## src/rtl/wb_console_pkg.sv

```systemverilog
// Shared constants for the Wishbone console: register map, STATUS layout and
// the byte-stream signatures that raise the sticky done/err flags.
package wb_console_pkg;

  typedef enum logic [1:0] {
    REG_TXDATA = 2'd0,
    REG_STATUS = 2'd1,
    REG_CTRL   = 2'd2,
    REG_RSVD   = 2'd3
  } reg_off_e;

  localparam int ST_FULL    = 0;
  localparam int ST_EMPTY   = 1;
  localparam int ST_DONE    = 2;
  localparam int ST_ERR     = 3;
  localparam int ST_OVF     = 4;
  localparam int ST_LVL_LSB = 8;
  localparam int ST_LVL_W   = 9;

  localparam logic [31:0] SIG_DONE = 32'h444F_4E45;
  localparam logic [23:0] SIG_ERR  = 24'h45_5252;

  function automatic logic [31:0] pack_status(
    input logic                full,
    input logic                empty,
    input logic                done,
    input logic                err,
    input logic                ovf,
    input logic [ST_LVL_W-1:0] level
  );
    logic [31:0] s;
    s                            = '0;
    s[ST_FULL]                   = full;
    s[ST_EMPTY]                  = empty;
    s[ST_DONE]                   = done;
    s[ST_ERR]                    = err;
    s[ST_OVF]                    = ovf;
    s[ST_LVL_LSB +: ST_LVL_W]    = level;
    return s;
  endfunction

endpackage

```

## src/rtl/wb_console_fifo.sv

```systemverilog
// Byte FIFO for the console TX path; head byte is read straight from storage.
module wb_console_fifo #(
  parameter  int DEPTH = 16,
  localparam int AW    = $clog2(DEPTH),
  localparam int LW    = AW + 1
) (
  input  logic          clk_i,
  input  logic          rst_in,
  input  logic          push_i,
  input  logic [7:0]    data_i,
  input  logic          pop_i,
  output logic [7:0]    data_o,
  output logic          full_o,
  output logic          empty_o,
  output logic [LW-1:0] level_o
);

  logic [7:0]    mem_q [DEPTH];
  logic [AW-1:0] wr_q, wr_d;
  logic [AW-1:0] rd_q, rd_d;
  logic [LW-1:0] level_q, level_d;
  logic          push_ok, pop_ok;

  // A push into a full FIFO is dropped even when a pop frees a slot on the same edge.
  assign push_ok = push_i & ~full_o;
  assign pop_ok  = pop_i & ~empty_o;

  assign full_o  = (level_q == LW'(DEPTH));
  assign empty_o = (level_q == '0);
  assign level_o = level_q;
  assign data_o  = mem_q[rd_q];

  always_comb begin
    wr_d    = push_ok ? wr_q + AW'(1) : wr_q;
    rd_d    = pop_ok ? rd_q + AW'(1) : rd_q;
    level_d = level_q + LW'(push_ok) - LW'(pop_ok);
  end

  always_ff @(posedge clk_i) begin
    if (!rst_in) begin
      wr_q    <= '0;
      rd_q    <= '0;
      level_q <= '0;
    end else begin
      wr_q    <= wr_d;
      rd_q    <= rd_d;
      level_q <= level_d;
    end
  end

  always_ff @(posedge clk_i) begin
    if (push_ok) mem_q[wr_q] <= data_i;
  end

endmodule

```

## src/rtl/wb_console.sv

```systemverilog
// Wishbone-attached debug console: TX byte FIFO plus sticky DONE/ERR
// signature detection over the pushed byte stream.
module wb_console
  import wb_console_pkg::*;
#(
  parameter int DEPTH = 16
) (
  input  logic        clk_i,
  input  logic        rst_in,
  input  logic        wb_cyc_i,
  input  logic        wb_stb_i,
  input  logic        wb_we_i,
  input  logic [3:0]  wb_be_i,
  input  logic [1:0]  wb_adr_i,
  input  logic [31:0] wb_dat_i,
  output logic [31:0] wb_dat_o,
  output logic        wb_ack_o,
  output logic [7:0]  tx_data_o,
  output logic        tx_valid_o,
  input  logic        tx_ready_i,
  output logic        done_o,
  output logic        err_o
);

  localparam int LW = $clog2(DEPTH) + 1;

  reg_off_e      off;
  logic          acc, push, clr;
  logic          fifo_full, fifo_empty;
  logic [LW-1:0] level;
  logic [31:0]   rd_d;
  logic          ack_q;
  logic [31:0]   dat_q, dat_d;
  logic [31:0]   sig_q, sig_d;
  logic          done_q, done_d;
  logic          err_q, err_d;
  logic          ovf_q, ovf_d;
  logic          unused_ok;

  assign unused_ok = ^{wb_dat_i[31:8], wb_be_i[3:1]};

  assign off  = reg_off_e'(wb_adr_i);
  assign acc  = wb_cyc_i & wb_stb_i & ~ack_q;
  assign push = acc & wb_we_i & (off == REG_TXDATA) & wb_be_i[0];
  assign clr  = acc & wb_we_i & (off == REG_CTRL) & wb_dat_i[0];

  wb_console_fifo #(.DEPTH(DEPTH)) u_fifo (
    .clk_i   (clk_i),
    .rst_in  (rst_in),
    .push_i  (push),
    .data_i  (wb_dat_i[7:0]),
    .pop_i   (tx_ready_i),
    .data_o  (tx_data_o),
    .full_o  (fifo_full),
    .empty_o (fifo_empty),
    .level_o (level)
  );

  always_comb begin
    rd_d = '0;
    if (off == REG_STATUS)
      rd_d = pack_status(fifo_full, fifo_empty, done_q, err_q, ovf_q, ST_LVL_W'(level));
  end

  // Flags look at the registered signature, so they rise one cycle after it matches.
  always_comb begin
    dat_d  = (acc & ~wb_we_i) ? rd_d : dat_q;
    sig_d  = (push & ~fifo_full) ? {sig_q[23:0], wb_dat_i[7:0]} : sig_q;
    done_d = done_q | (sig_q == SIG_DONE);
    err_d  = err_q | (sig_q[23:0] == SIG_ERR);
    ovf_d  = ovf_q | (push & fifo_full);
    if (clr) begin
      sig_d  = '0;
      done_d = 1'b0;
      err_d  = 1'b0;
      ovf_d  = 1'b0;
    end
  end

  always_ff @(posedge clk_i) begin
    if (!rst_in) begin
      ack_q  <= 1'b0;
      dat_q  <= '0;
      sig_q  <= '0;
      done_q <= 1'b0;
      err_q  <= 1'b0;
      ovf_q  <= 1'b0;
    end else begin
      ack_q  <= acc;
      dat_q  <= dat_d;
      sig_q  <= sig_d;
      done_q <= done_d;
      err_q  <= err_d;
      ovf_q  <= ovf_d;
    end
  end

  assign wb_ack_o   = ack_q;
  assign wb_dat_o   = dat_q;
  assign tx_valid_o = ~fifo_empty;
  assign done_o     = done_q;
  assign err_o      = err_q;

endmodule

```

## config.mk

```make
export PLATFORM = sky130hd
export DESIGN_NAME = wb_console
export DESIGN_NICKNAME = d
export VERILOG_FILES = /design/src/rtl/wb_console_pkg.sv /design/src/rtl/wb_console_fifo.sv /design/src/rtl/wb_console.sv
export SDC_FILE = /design/constraint.sdc
export NUM_CORES = 1
export LEC_CHECK = 0
export BUFFER_PORTS_ARGS = -buffer_cell sky130_fd_sc_hd__buf_2
export CAP_MARGIN = 40
export CORE_MARGIN = 2
export CORE_UTILIZATION = 45
export DETAILED_ROUTE_END_ITERATION = 7
export HOLD_SLACK_MARGIN = 0.05
export PLACE_DENSITY_LB_ADDON = 0.2
export SLEW_MARGIN = 20
export SYNTH_ARGS = -nofsm -noshare
export SYNTH_HDL_FRONTEND = slang
export SYNTH_SLANG_ARGS = --single-unit
```

## constraint.sdc

```tcl
create_clock -name clk_i -period 2.9 [get_ports clk_i]
set_input_delay 0.435 -clock clk_i [delete_from_list [all_inputs] [get_ports clk_i]]
set_output_delay 0.435 -clock clk_i [all_outputs]
set_load 0.01 [all_outputs]
```

After elaboration in Yosys (flattened, before gate mapping)
Memory sizes are Yosys's and may differ from the RTL's. A register that Yosys moved wholly into a read port is not among the register bits.
Cells that the tools add are included.
{ "op_classes": {"n_addsub": 4, "mul": 0, "div": 0, "magnitude_cmp": 0, "n_eq_ne": 5, "shift": 0, "n_mux": 5, "bitwise": 19, "n_reduce_logical": 3} }
{ "op_table": {"columns": ["op", "count"], "rows": [
  ["32-bit by 31-bit == test with 1-bit output, second input constant", 1],
  ["24-bit by 23-bit == test with 1-bit output, second input constant", 1],
  ["13-bit 2-to-1 mux", 1],
  ["1-bit bitwise AND", 11],
  ["4-bit by 1-bit adder with 4-bit output, second input constant", 2],
  ["4-bit 2-to-1 mux", 2],
  ["5-bit by 1-bit adder with 5-bit output", 1],
  ["5-bit == test, second input constant", 1],
  ["5-bit zero test", 1],
  ["1-bit inverter", 5],
  ["5-bit by 1-bit subtractor with 5-bit output", 1],
  ["1-bit OR", 3],
  ["2-bit by 1-bit == test with 1-bit output, second input constant", 1],
  ["2-bit == test, second input constant", 1],
  ["2-bit zero test", 1],
  ["1-bit 2-to-1 mux", 2],
  ["2-bit OR reduction", 1]
]} }
{ "word_totals": {"regBits": 81, "latchBits": 0, "ram_bits": 128, "mem_bits_ro": 0, "input_bits": 44, "wordCells": 46, "memories": 1} }
{ "mem_list": {"columns": ["name", "words", "width", "rd", "rd_ports_with_merged_regs", "write_ports", "line", "text"], "rows": [
  ["u_fifo.mem_q", 16, 8, 1, 1, 1, "wb_console_fifo.sv:18", "logic [7:0] mem_q [DEPTH];"]
]} }

Logic depth before layout (Yosys ltp)
Gate-level depths: netlist (run 1).
{ "logic_depth": {"word_depth": 8, "depth_mapped": 12} }

Hierarchy
Synthesis (run 1) repeated with hierarchy kept, for this count alone.
{ "hier_totals": {"cells_unflattened": 511, "hier_area_um2": 7870.0} }
{ "modules_own_cells": {"columns": ["mod", "instances", "cells_each", "area_per_inst_um2", "seq_area_each_um2"], "rows": [
  ["wb_console_fifo", 1, 306, 5831.8, 4184.0],
  ["wb_console", 1, 205, 2038.2, 920.9]
]} }

Least setup slack after synthesis (run 1)
Ideal clock, no wire load.
{ "synth_timing": {"kind": "flip-flop to flip-flop", "from": "register u_fifo.level_q[3], in the netlist u_fifo.level_o[3]", "to": "register u_fifo.level_q[4], in the netlist u_fifo.level_o[4]", "setup_time_ns": 0.116, "arrival_ns": 2.627, "required_time_ns": 2.784, "setup_slack_ns": 0.157, "stages_incl_launch_ff": 13, "n_path_buf": 1, "synth_period_minus_slack_ns": 2.743, "path_cell_list": "dfxtp_1 > inv_1 > ha_1 > or4b_1 > buf_4 > nand3_1 > o21ai_0 > ha_1 > fa_1 > a21oi_1 > nor2_1 > or3_1 > and3_1"} }
{ "synth_rtl": {"columns": ["item", "line", "text"], "rows": [
  ["start: declaration", "wb_console_fifo.sv:21", "logic [LW-1:0] level_q, level_d;"],
  ["start signal: assignment", "wb_console_fifo.sv:47", "level_q <= level_d;"],
  ["5-bit zero test", "wb_console_fifo.sv:29", "assign empty_o = (level_q == '0);"],
  ["1-bit inverter", null, null],
  ["via tx_valid_o", "wb_console.sv:19", "output logic tx_valid_o,"],
  ["1-bit bitwise AND", "wb_console_fifo.sv:26", "assign pop_ok = pop_i & ~empty_o;"],
  ["5-bit by 1-bit subtractor with 5-bit output", "wb_console_fifo.sv:36", "level_d = level_q + LW'(push_ok) - LW'(pop_ok);"]
]} }
The timed path passes the listed nets, and every way through them passes these cells.
A chain may end at the register's enable or synchronous reset.

Final worst setup path (run 1)
{ "layout_timing": {"from": "register u_fifo.level_q[2], in the netlist u_fifo.level_o[2]", "to": "register u_fifo.level_q[4], in the netlist u_fifo.level_o[4]"} }
{ "layout_via": {"elab_chain_cells": 5} }
{ "layout_lines": {"columns": ["item", "line", "text"], "rows": [
  ["5-bit == test", "wb_console_fifo.sv:28", "assign full_o = (level_q == LW'(DEPTH));"],
  ["1-bit inverter", "wb_console_fifo.sv:25", "assign push_ok = push_i & ~full_o;"],
  ["1-bit bitwise AND", "wb_console_fifo.sv:25", null],
  ["5-bit by 1-bit adder with 5-bit output", "wb_console_fifo.sv:36", null],
  ["5-bit by 1-bit subtractor with 5-bit output (*)", "wb_console_fifo.sv:36", null]
]} }
Mark *: on every way between the ends. The rest lies on a longest branch, timed or not.

==> results.json, run 1 <==
{
  "clk_pin_slew_ns": 0.06,
  "yosysSeqAreaShare_pct": 66.0,
  "synth-simple-area-share_pct": 11.6,
  "grt_usage_pct": 17.4,
  "power.density_mw_per_mm2": 715,
  "slowest_delay_ns": 0.48,
  "cts_resized": 0,
  "multi_input_area_mm2": 0.00238,
  "rsz0062_at_grt": "false",
  "synthMuxAreaShare_pct": 9.46,
  "synth-xor-area-share_pct": 0.906,
  "fin_crit_sh_pct": 94.1,
  "tns_ns": 0,
  "max_freq_mhz": 366,
  "cts_hold_buf": 0,
  "drcViolationCount": 0,
  "synth_cell_types": 49,
  "ff_latch_area_mm2": 0.00511,
  "clockRootBuffer": "clkbuf_16",
  "netlist_instances": 543,
  "ys_top_cells_by_count": "128 x edfxtp_1, 85 x nand2_1, 63 x dfxtp_1",
  "synth_area_leaders": "edfxtp_1 50%, dfxtp_1 16%, mux4_2 8.4%",
  "power.switching_uw": 1520,
  "synth-compound-area-share_pct": 5.74,
  "final_layout_size_suffix_gt1_share_pct": 18.8,
  "hp-class": "in -> reg",
  "crit_cells": 11,
  "cpMostUsedCell": "ha_1",
  "grt_antenna_before_repair": 0,
  "cp_top_family": "simple AND/OR/NAND/NOR gates",
  "wl_per_cell_um": 18.3,
  "cts_max_path_buffers": 2,
  "place.gp.congestion": 0.750,
  "synth_top_area_share_pct": 49.7,
  "power.leakage_uw": 0.00293,
  "slew_headroom_pct": 46.1,
  "end_kind": "register",
  "drt_iter0_drc": 331,
  "synth_ff_type": "edfxtp_1",
  "core_area_mm2": 0.0167,
  "num_antenna_cells": 0,
  "p_seq_share_pct": 48.9,
  "vias": 4342,
  "synth_top_family_by_area": "simple AND/OR/NAND/NOR gates",
  "min_path_cells": 3,
  "maxSlewViolCount": 0,
  "cap_violations": 0,
  "path_cells": "inv_1 > ha_1 > or4b_1 > nand3_2 > o21ai_0 > ha_1 > fa_1 > a21oi_1 > nor2_1 > or3_1 > and3_1",
  "cp.buffers_inverters": 1,
  "post-place-ws_ns": 0.117,
  "synthAdderAreaFrac_pct": 1.88,
  "ir_drop_mv": 0.451,
  "die_h_um": 135,
  "clkSinkCount": 191,
  "finish.utilization_pct": 51.5,
  "area_growth_pct": 11.1,
  "critPathRequiredTime_ns": 3.22,
  "synth_area_mm2": 0.00773,
  "grt_pass1_vias": 4193,
  "initial_core_util_pct": 46.3,
  "slowest_stage": "or4b_1",
  "outcome": "finished clean",
  "period_minus_slack_ns": 2.73,
  "tightest_slew_ns": 0.807,
  "fin_ws_ns": 0.171,
  "cp-startpoint": "u_fifo.level_o[2]",
  "placement_rows": 47,
  "cts_made_buffers": 17,
  "post_drt_via_cell_ratio": 5.35,
  "synth_most_common_cell": "edfxtp_1",
  "crit_fanout": 3,
  "synth_warnings": 0,
  "total_power_uw": 6140,
  "clock_latency_ns": 0.42,
  "io_pins": 88,
  "clockPowerShare_pct": 34.4,
  "synth_edf_count": 128,
  "n_fill_cell": 1422,
  "reg2reg_depth": 11,
  "cts_setup_buffers": 0,
  "cts.htree.levels": 4,
  "intPower_uw": 4620,
  "post-synth-top-area-cell": "edfxtp_1",
  "setup_violations": 0,
  "start_kind": "register",
  "grt_overflow_total": 0,
  "hold_slack_ns": 0.395,
  "die_w_um": 135,
  "finClkSkew_ns": 0.00705,
  "p_sw_share_pct": 24.8,
  "ant_nets": 0,
  "dpl.hpwl_mm": 9.26,
  "r2r-start": "u_fifo.level_o[2]",
  "fin_nets": 636,
  "grt_max_degree": 48,
  "dieArea_mm2": 0.0183,
  "routed_wl_mm": 14.9,
  "worst_ep_arrival_time_ns": 3.05,
  "setup.worst_path.class": "reg -> reg",
  "first_pass_iters": 5,
  "yosys_register_bits": 191,
  "synthArstFlopShare_pct": 0,
  "io_buffers": 38,
  "min-delay-start": "tx_ready_i",
  "hold_viol_final": 0,
  "grt_pass1_wl_mm": 23.5,
  "cts_tree": "done",
  "synth_area_per_cell_um2": 14.2,
  "comb_power_share_pct": 16.7
}
[routing by layer]
layer  track usage, %  wire length [um]  up-vias
met5                0                 0        -
met4             5.73               175        0
met3             3.79               577       17
met2             27.3              7270      100
met1             24.2              6840     2181
li1                 -                 -     2044
[tightest hold or removal path: stages]
cell,delay (ns)
buf_2,0.15
nand3_1,0.11
a21boi_0,0.07
[sequential cells by signal, summed over array words and instances (netlist names), named ones only]
name and cells:
done_o 1, err_o 1, ovf_q 1, sig_q 32
u_fifo.level_o 5, u_fifo.mem_q 128, u_fifo.rd_q 4, u_fifo.wr_q 4
wb_ack_o 1, wb_dat_o 10
[kinds of logic after synthesis]
kind of cell    after synthesis
buf+inv                      56
mux                          32
simple gates                172
compound gates               72
flops                       191
other cells                   1
fa+ha+maj                    11
xor+xnor                      8
[power by group through the flow]
stage | Sequential (uW) | Combinational, uW | Clock (uW)
final | 3000 | 1020 | 2110
after global routing | 3010 | 1140 | 2280
after CTS | 3000 | 1040 | 2170
after detailed placement | 3060 | 1040 | 0
after global placement | 3060 | 1020 | 0
after floorplan | 3050 | 817 | 0
[final cells by class]
class / instances / share of cell area, %
timing repair buffer: 47 / 3.29
clock inverter: 12 / 1.11
clock buffer: 18 / 4.99
sequential: 191 / 59.4
tap: 220 / 3.20
inverter: 7 / 0.306
multi-input combinational: 317 / 27.7
[per-stage QoR]
step           cells  instance area, um^2
2_1_floorplan    564                 7810
3_3_place_gp     782                 8070
3_5_place_dp     782                 8070
4_1_cts          812                 8590
5_1_grt          812                 8590
6_report         812                 8590
[cell usage in the layout (no fill, tap or decap), types with 4 or more instances in the layout]
master     instances
nor2_1             8
mux4_2            29
dfxtp_1           62
a22oi_1           17
a21boi_0          13
nor3b_1            4
clkinv_2           4
nand2_1           85
xnor2_1            6
ha_1              10
and2_1            15
a21oi_1           34
clkbuf_16         17
nand3_1           11
conb_1            22
and3_1            15
edfxtp_1         128
nor2b_1            8
buf_2             38
inv_1              6
buf_4              7
[final timing paths]
check,to,slack [ns]
worst min register to register,sig_q[27],0.46
worst min-delay path,u_fifo.rd_q[1],0.40
worst max-delay path,u_fifo.level_o[4],0.17
worst max register to register,u_fifo.level_o[4],0.17
(Power assumes the default switching activity.)
==> run 2, diff against run 1 <==
==> constraint.sdc (replaced) <==
create_clock -name clk_i -period 3 [get_ports clk_i]
set_input_delay 0.45 -clock clk_i [delete_from_list [all_inputs] [get_ports clk_i]]
set_output_delay 0.45 -clock clk_i [all_outputs]
set_load 0.01 [all_outputs]
==> run 2 against run 1 <==
Against the previous run:
- global-route usage shrank 0.20 points
- critical endpoint unchanged
- critical path type unchanged
- flip-flop and latch count is the same
- core utilization grew 0.13 points
- via count shrank 0.67%
- highest routed layer unchanged
- first-iteration DRC count grew 12%
- final cell count grew 0.25%
==> results.json, run 2 (synthesis gave the netlist of run 1 again) <==
{
  "start_kind": "register",
  "grt_pass1_vias": 4287,
  "post_drt_via_cell_ratio": 5.30,
  "area_growth_pct": 11.4,
  "p_sw_share_pct": 25.5,
  "grt_antenna_before_repair": 0,
  "setup_violations": 0,
  "worst_ep_arrival_time_ns": 3.13,
  "cp.buffers_inverters": 1,
  "tns_ns": 0,
  "io_pins": 88,
  "grt_max_degree": 36,
  "placement_rows": 47,
  "regMostFlops": "u_fifo.mem_q",
  "cts.htree.levels": 4,
  "largest_reg_flops": 128,
  "routed_wl_mm": 14.9,
  "die_w_um": 135,
  "ff_latch_area_mm2": 0.00511,
  "crit_fanout": 3,
  "fin_nets": 636,
  "vias": 4313,
  "io_buffers": 38,
  "critPathRequiredTime_ns": 3.32,
  "die_h_um": 135,
  "outcome": "finished clean",
  "final_layout_size_suffix_gt1_share_pct": 19.4,
  "dpl.hpwl_mm": 9.49,
  "setup.worst_path.class": "reg -> reg",
  "total_power_uw": 6030,
  "finClkSkew_ns": 0.00655,
  "clk_pin_slew_ns": 0.07,
  "core_area_mm2": 0.0167,
  "cpMostUsedCell": "ha_1",
  "cap_violations": 0,
  "drcViolationCount": 0,
  "grt_pass1_wl_mm": 23.4,
  "grt_usage_pct": 17.2,
  "cts_resized": 0,
  "clock_latency_ns": 0.43,
  "intPower_uw": 4500,
  "clkSinkCount": 191,
  "ant_nets": 0,
  "maxSlewViolCount": 0,
  "place.gp.congestion": 0.757,
  "cts_hold_buf": 0,
  "comb_power_share_pct": 16.2,
  "multi_input_area_mm2": 0.00237,
  "cts_setup_buffers": 0,
  "cts_made_buffers": 17,
  "power.density_mw_per_mm2": 700,
  "p_seq_share_pct": 48.1,
  "clockRootBuffer": "clkbuf_16",
  "num_antenna_cells": 0,
  "hold_viol_final": 0,
  "mostFrequentLayoutCell": "edfxtp_1",
  "rsz0062_at_grt": "false",
  "ir_drop_mv": 0.403,
  "dieArea_mm2": 0.0183,
  "slowest_delay_ns": 0.47,
  "first_pass_iters": 4,
  "final_cell_mix": "128 x edfxtp_1, 85 x nand2_1, 62 x dfxtp_1",
  "power.switching_uw": 1540,
  "clockPowerShare_pct": 35.7,
  "slowest_stage": "or4b_1",
  "drt_iter0_drc": 371,
  "cts_max_path_buffers": 2,
  "path_cells": "inv_1 > ha_1 > or4b_1 > nand3_1 > o21ai_0 > ha_1 > fa_1 > a21oi_1 > nor2_1 > or3_1 > and3_1",
  "period_minus_slack_ns": 2.81,
  "wl_per_cell_um": 18.3,
  "end_kind": "register",
  "fin_crit_sh_pct": 93.6,
  "n_fill_cell": 1418,
  "max_freq_mhz": 356,
  "grt_overflow_total": 0,
  "initial_core_util_pct": 46.3,
  "hp-class": "in -> reg",
  "cp_top_family": "simple AND/OR/NAND/NOR gates",
  "power.leakage_uw": 0.00294,
  "slew_headroom_pct": 46.0,
  "tightest_slew_ns": 0.809,
  "cts_tree": "done"
}
==> run 2: area by class of cell <==
| type | instances | share of cell area, % |
|---|---|---|
| Clock inverter | 14 | 1.55 |
| Clock buffer | 18 | 4.98 |
| Inverter | 7 | 0.305 |
| Sequential cell | 191 | 59.3 |
| Tap cell | 220 | 3.19 |
| Timing Repair Buffer | 47 | 3.14 |
| Multi-Input combinational cell | 317 | 27.6 |
==> run 2: worst paths after layout <==
check	start	end	slack [ns]	cells past startpoint
worst max-delay path	u_fifo.level_o[3]	u_fifo.level_o[4]	0.19	11
worst min-delay path	tx_ready_i	register	0.42	3
worst max register to register	u_fifo.level_o[3]	u_fifo.level_o[4]	0.19	11
worst min register to register	sig_q[25]	sig_q[25]	0.45	2
==> run 2: tightest hold or removal path: stages <==
cell and delay [ns]:
buf_2 0.15, nand3_1 0.11, a21boi_0 0.07
==> run 2: power groups by stage <==
stage / combinational, uW / sequential (uW) / clock [uW]
final: 978 / 2900 / 2150
after global placement: 978 / 2950 / 0
after global routing: 1080 / 2910 / 2300
after CTS: 1000 / 2900 / 2200
after floorplan: 789 / 2950 / 0
after detailed placement: 998 / 2960 / 0
==> run 2: metrics by stage <==
stage | hold slack [ns] | setup slack (ns) | std cells | area (um^2) | utilization [%]
after floorplan | 0.431 | 0.257 | 564 | 7810 | -
after CTS | 0.392 | 0.200 | 814 | 8620 | 51.6
final | 0.416 | 0.193 | 814 | 8620 | 51.6
after detailed placement | 0.447 | 0.203 | 782 | 8050 | 48.2
after global routing | 0.422 | 0.0299 | 814 | 8620 | 51.6
after global placement | 0.444 | 0.279 | 782 | 8050 | 48.2
==> run 2: layer usage <==
metal / routed length [um] / GRT usage [%]
met1: 6710 / 22.8
met2: 7460 / 28.5
met3: 593 / 3.30
met4: 132 / 5.73
met5: 0 / 0
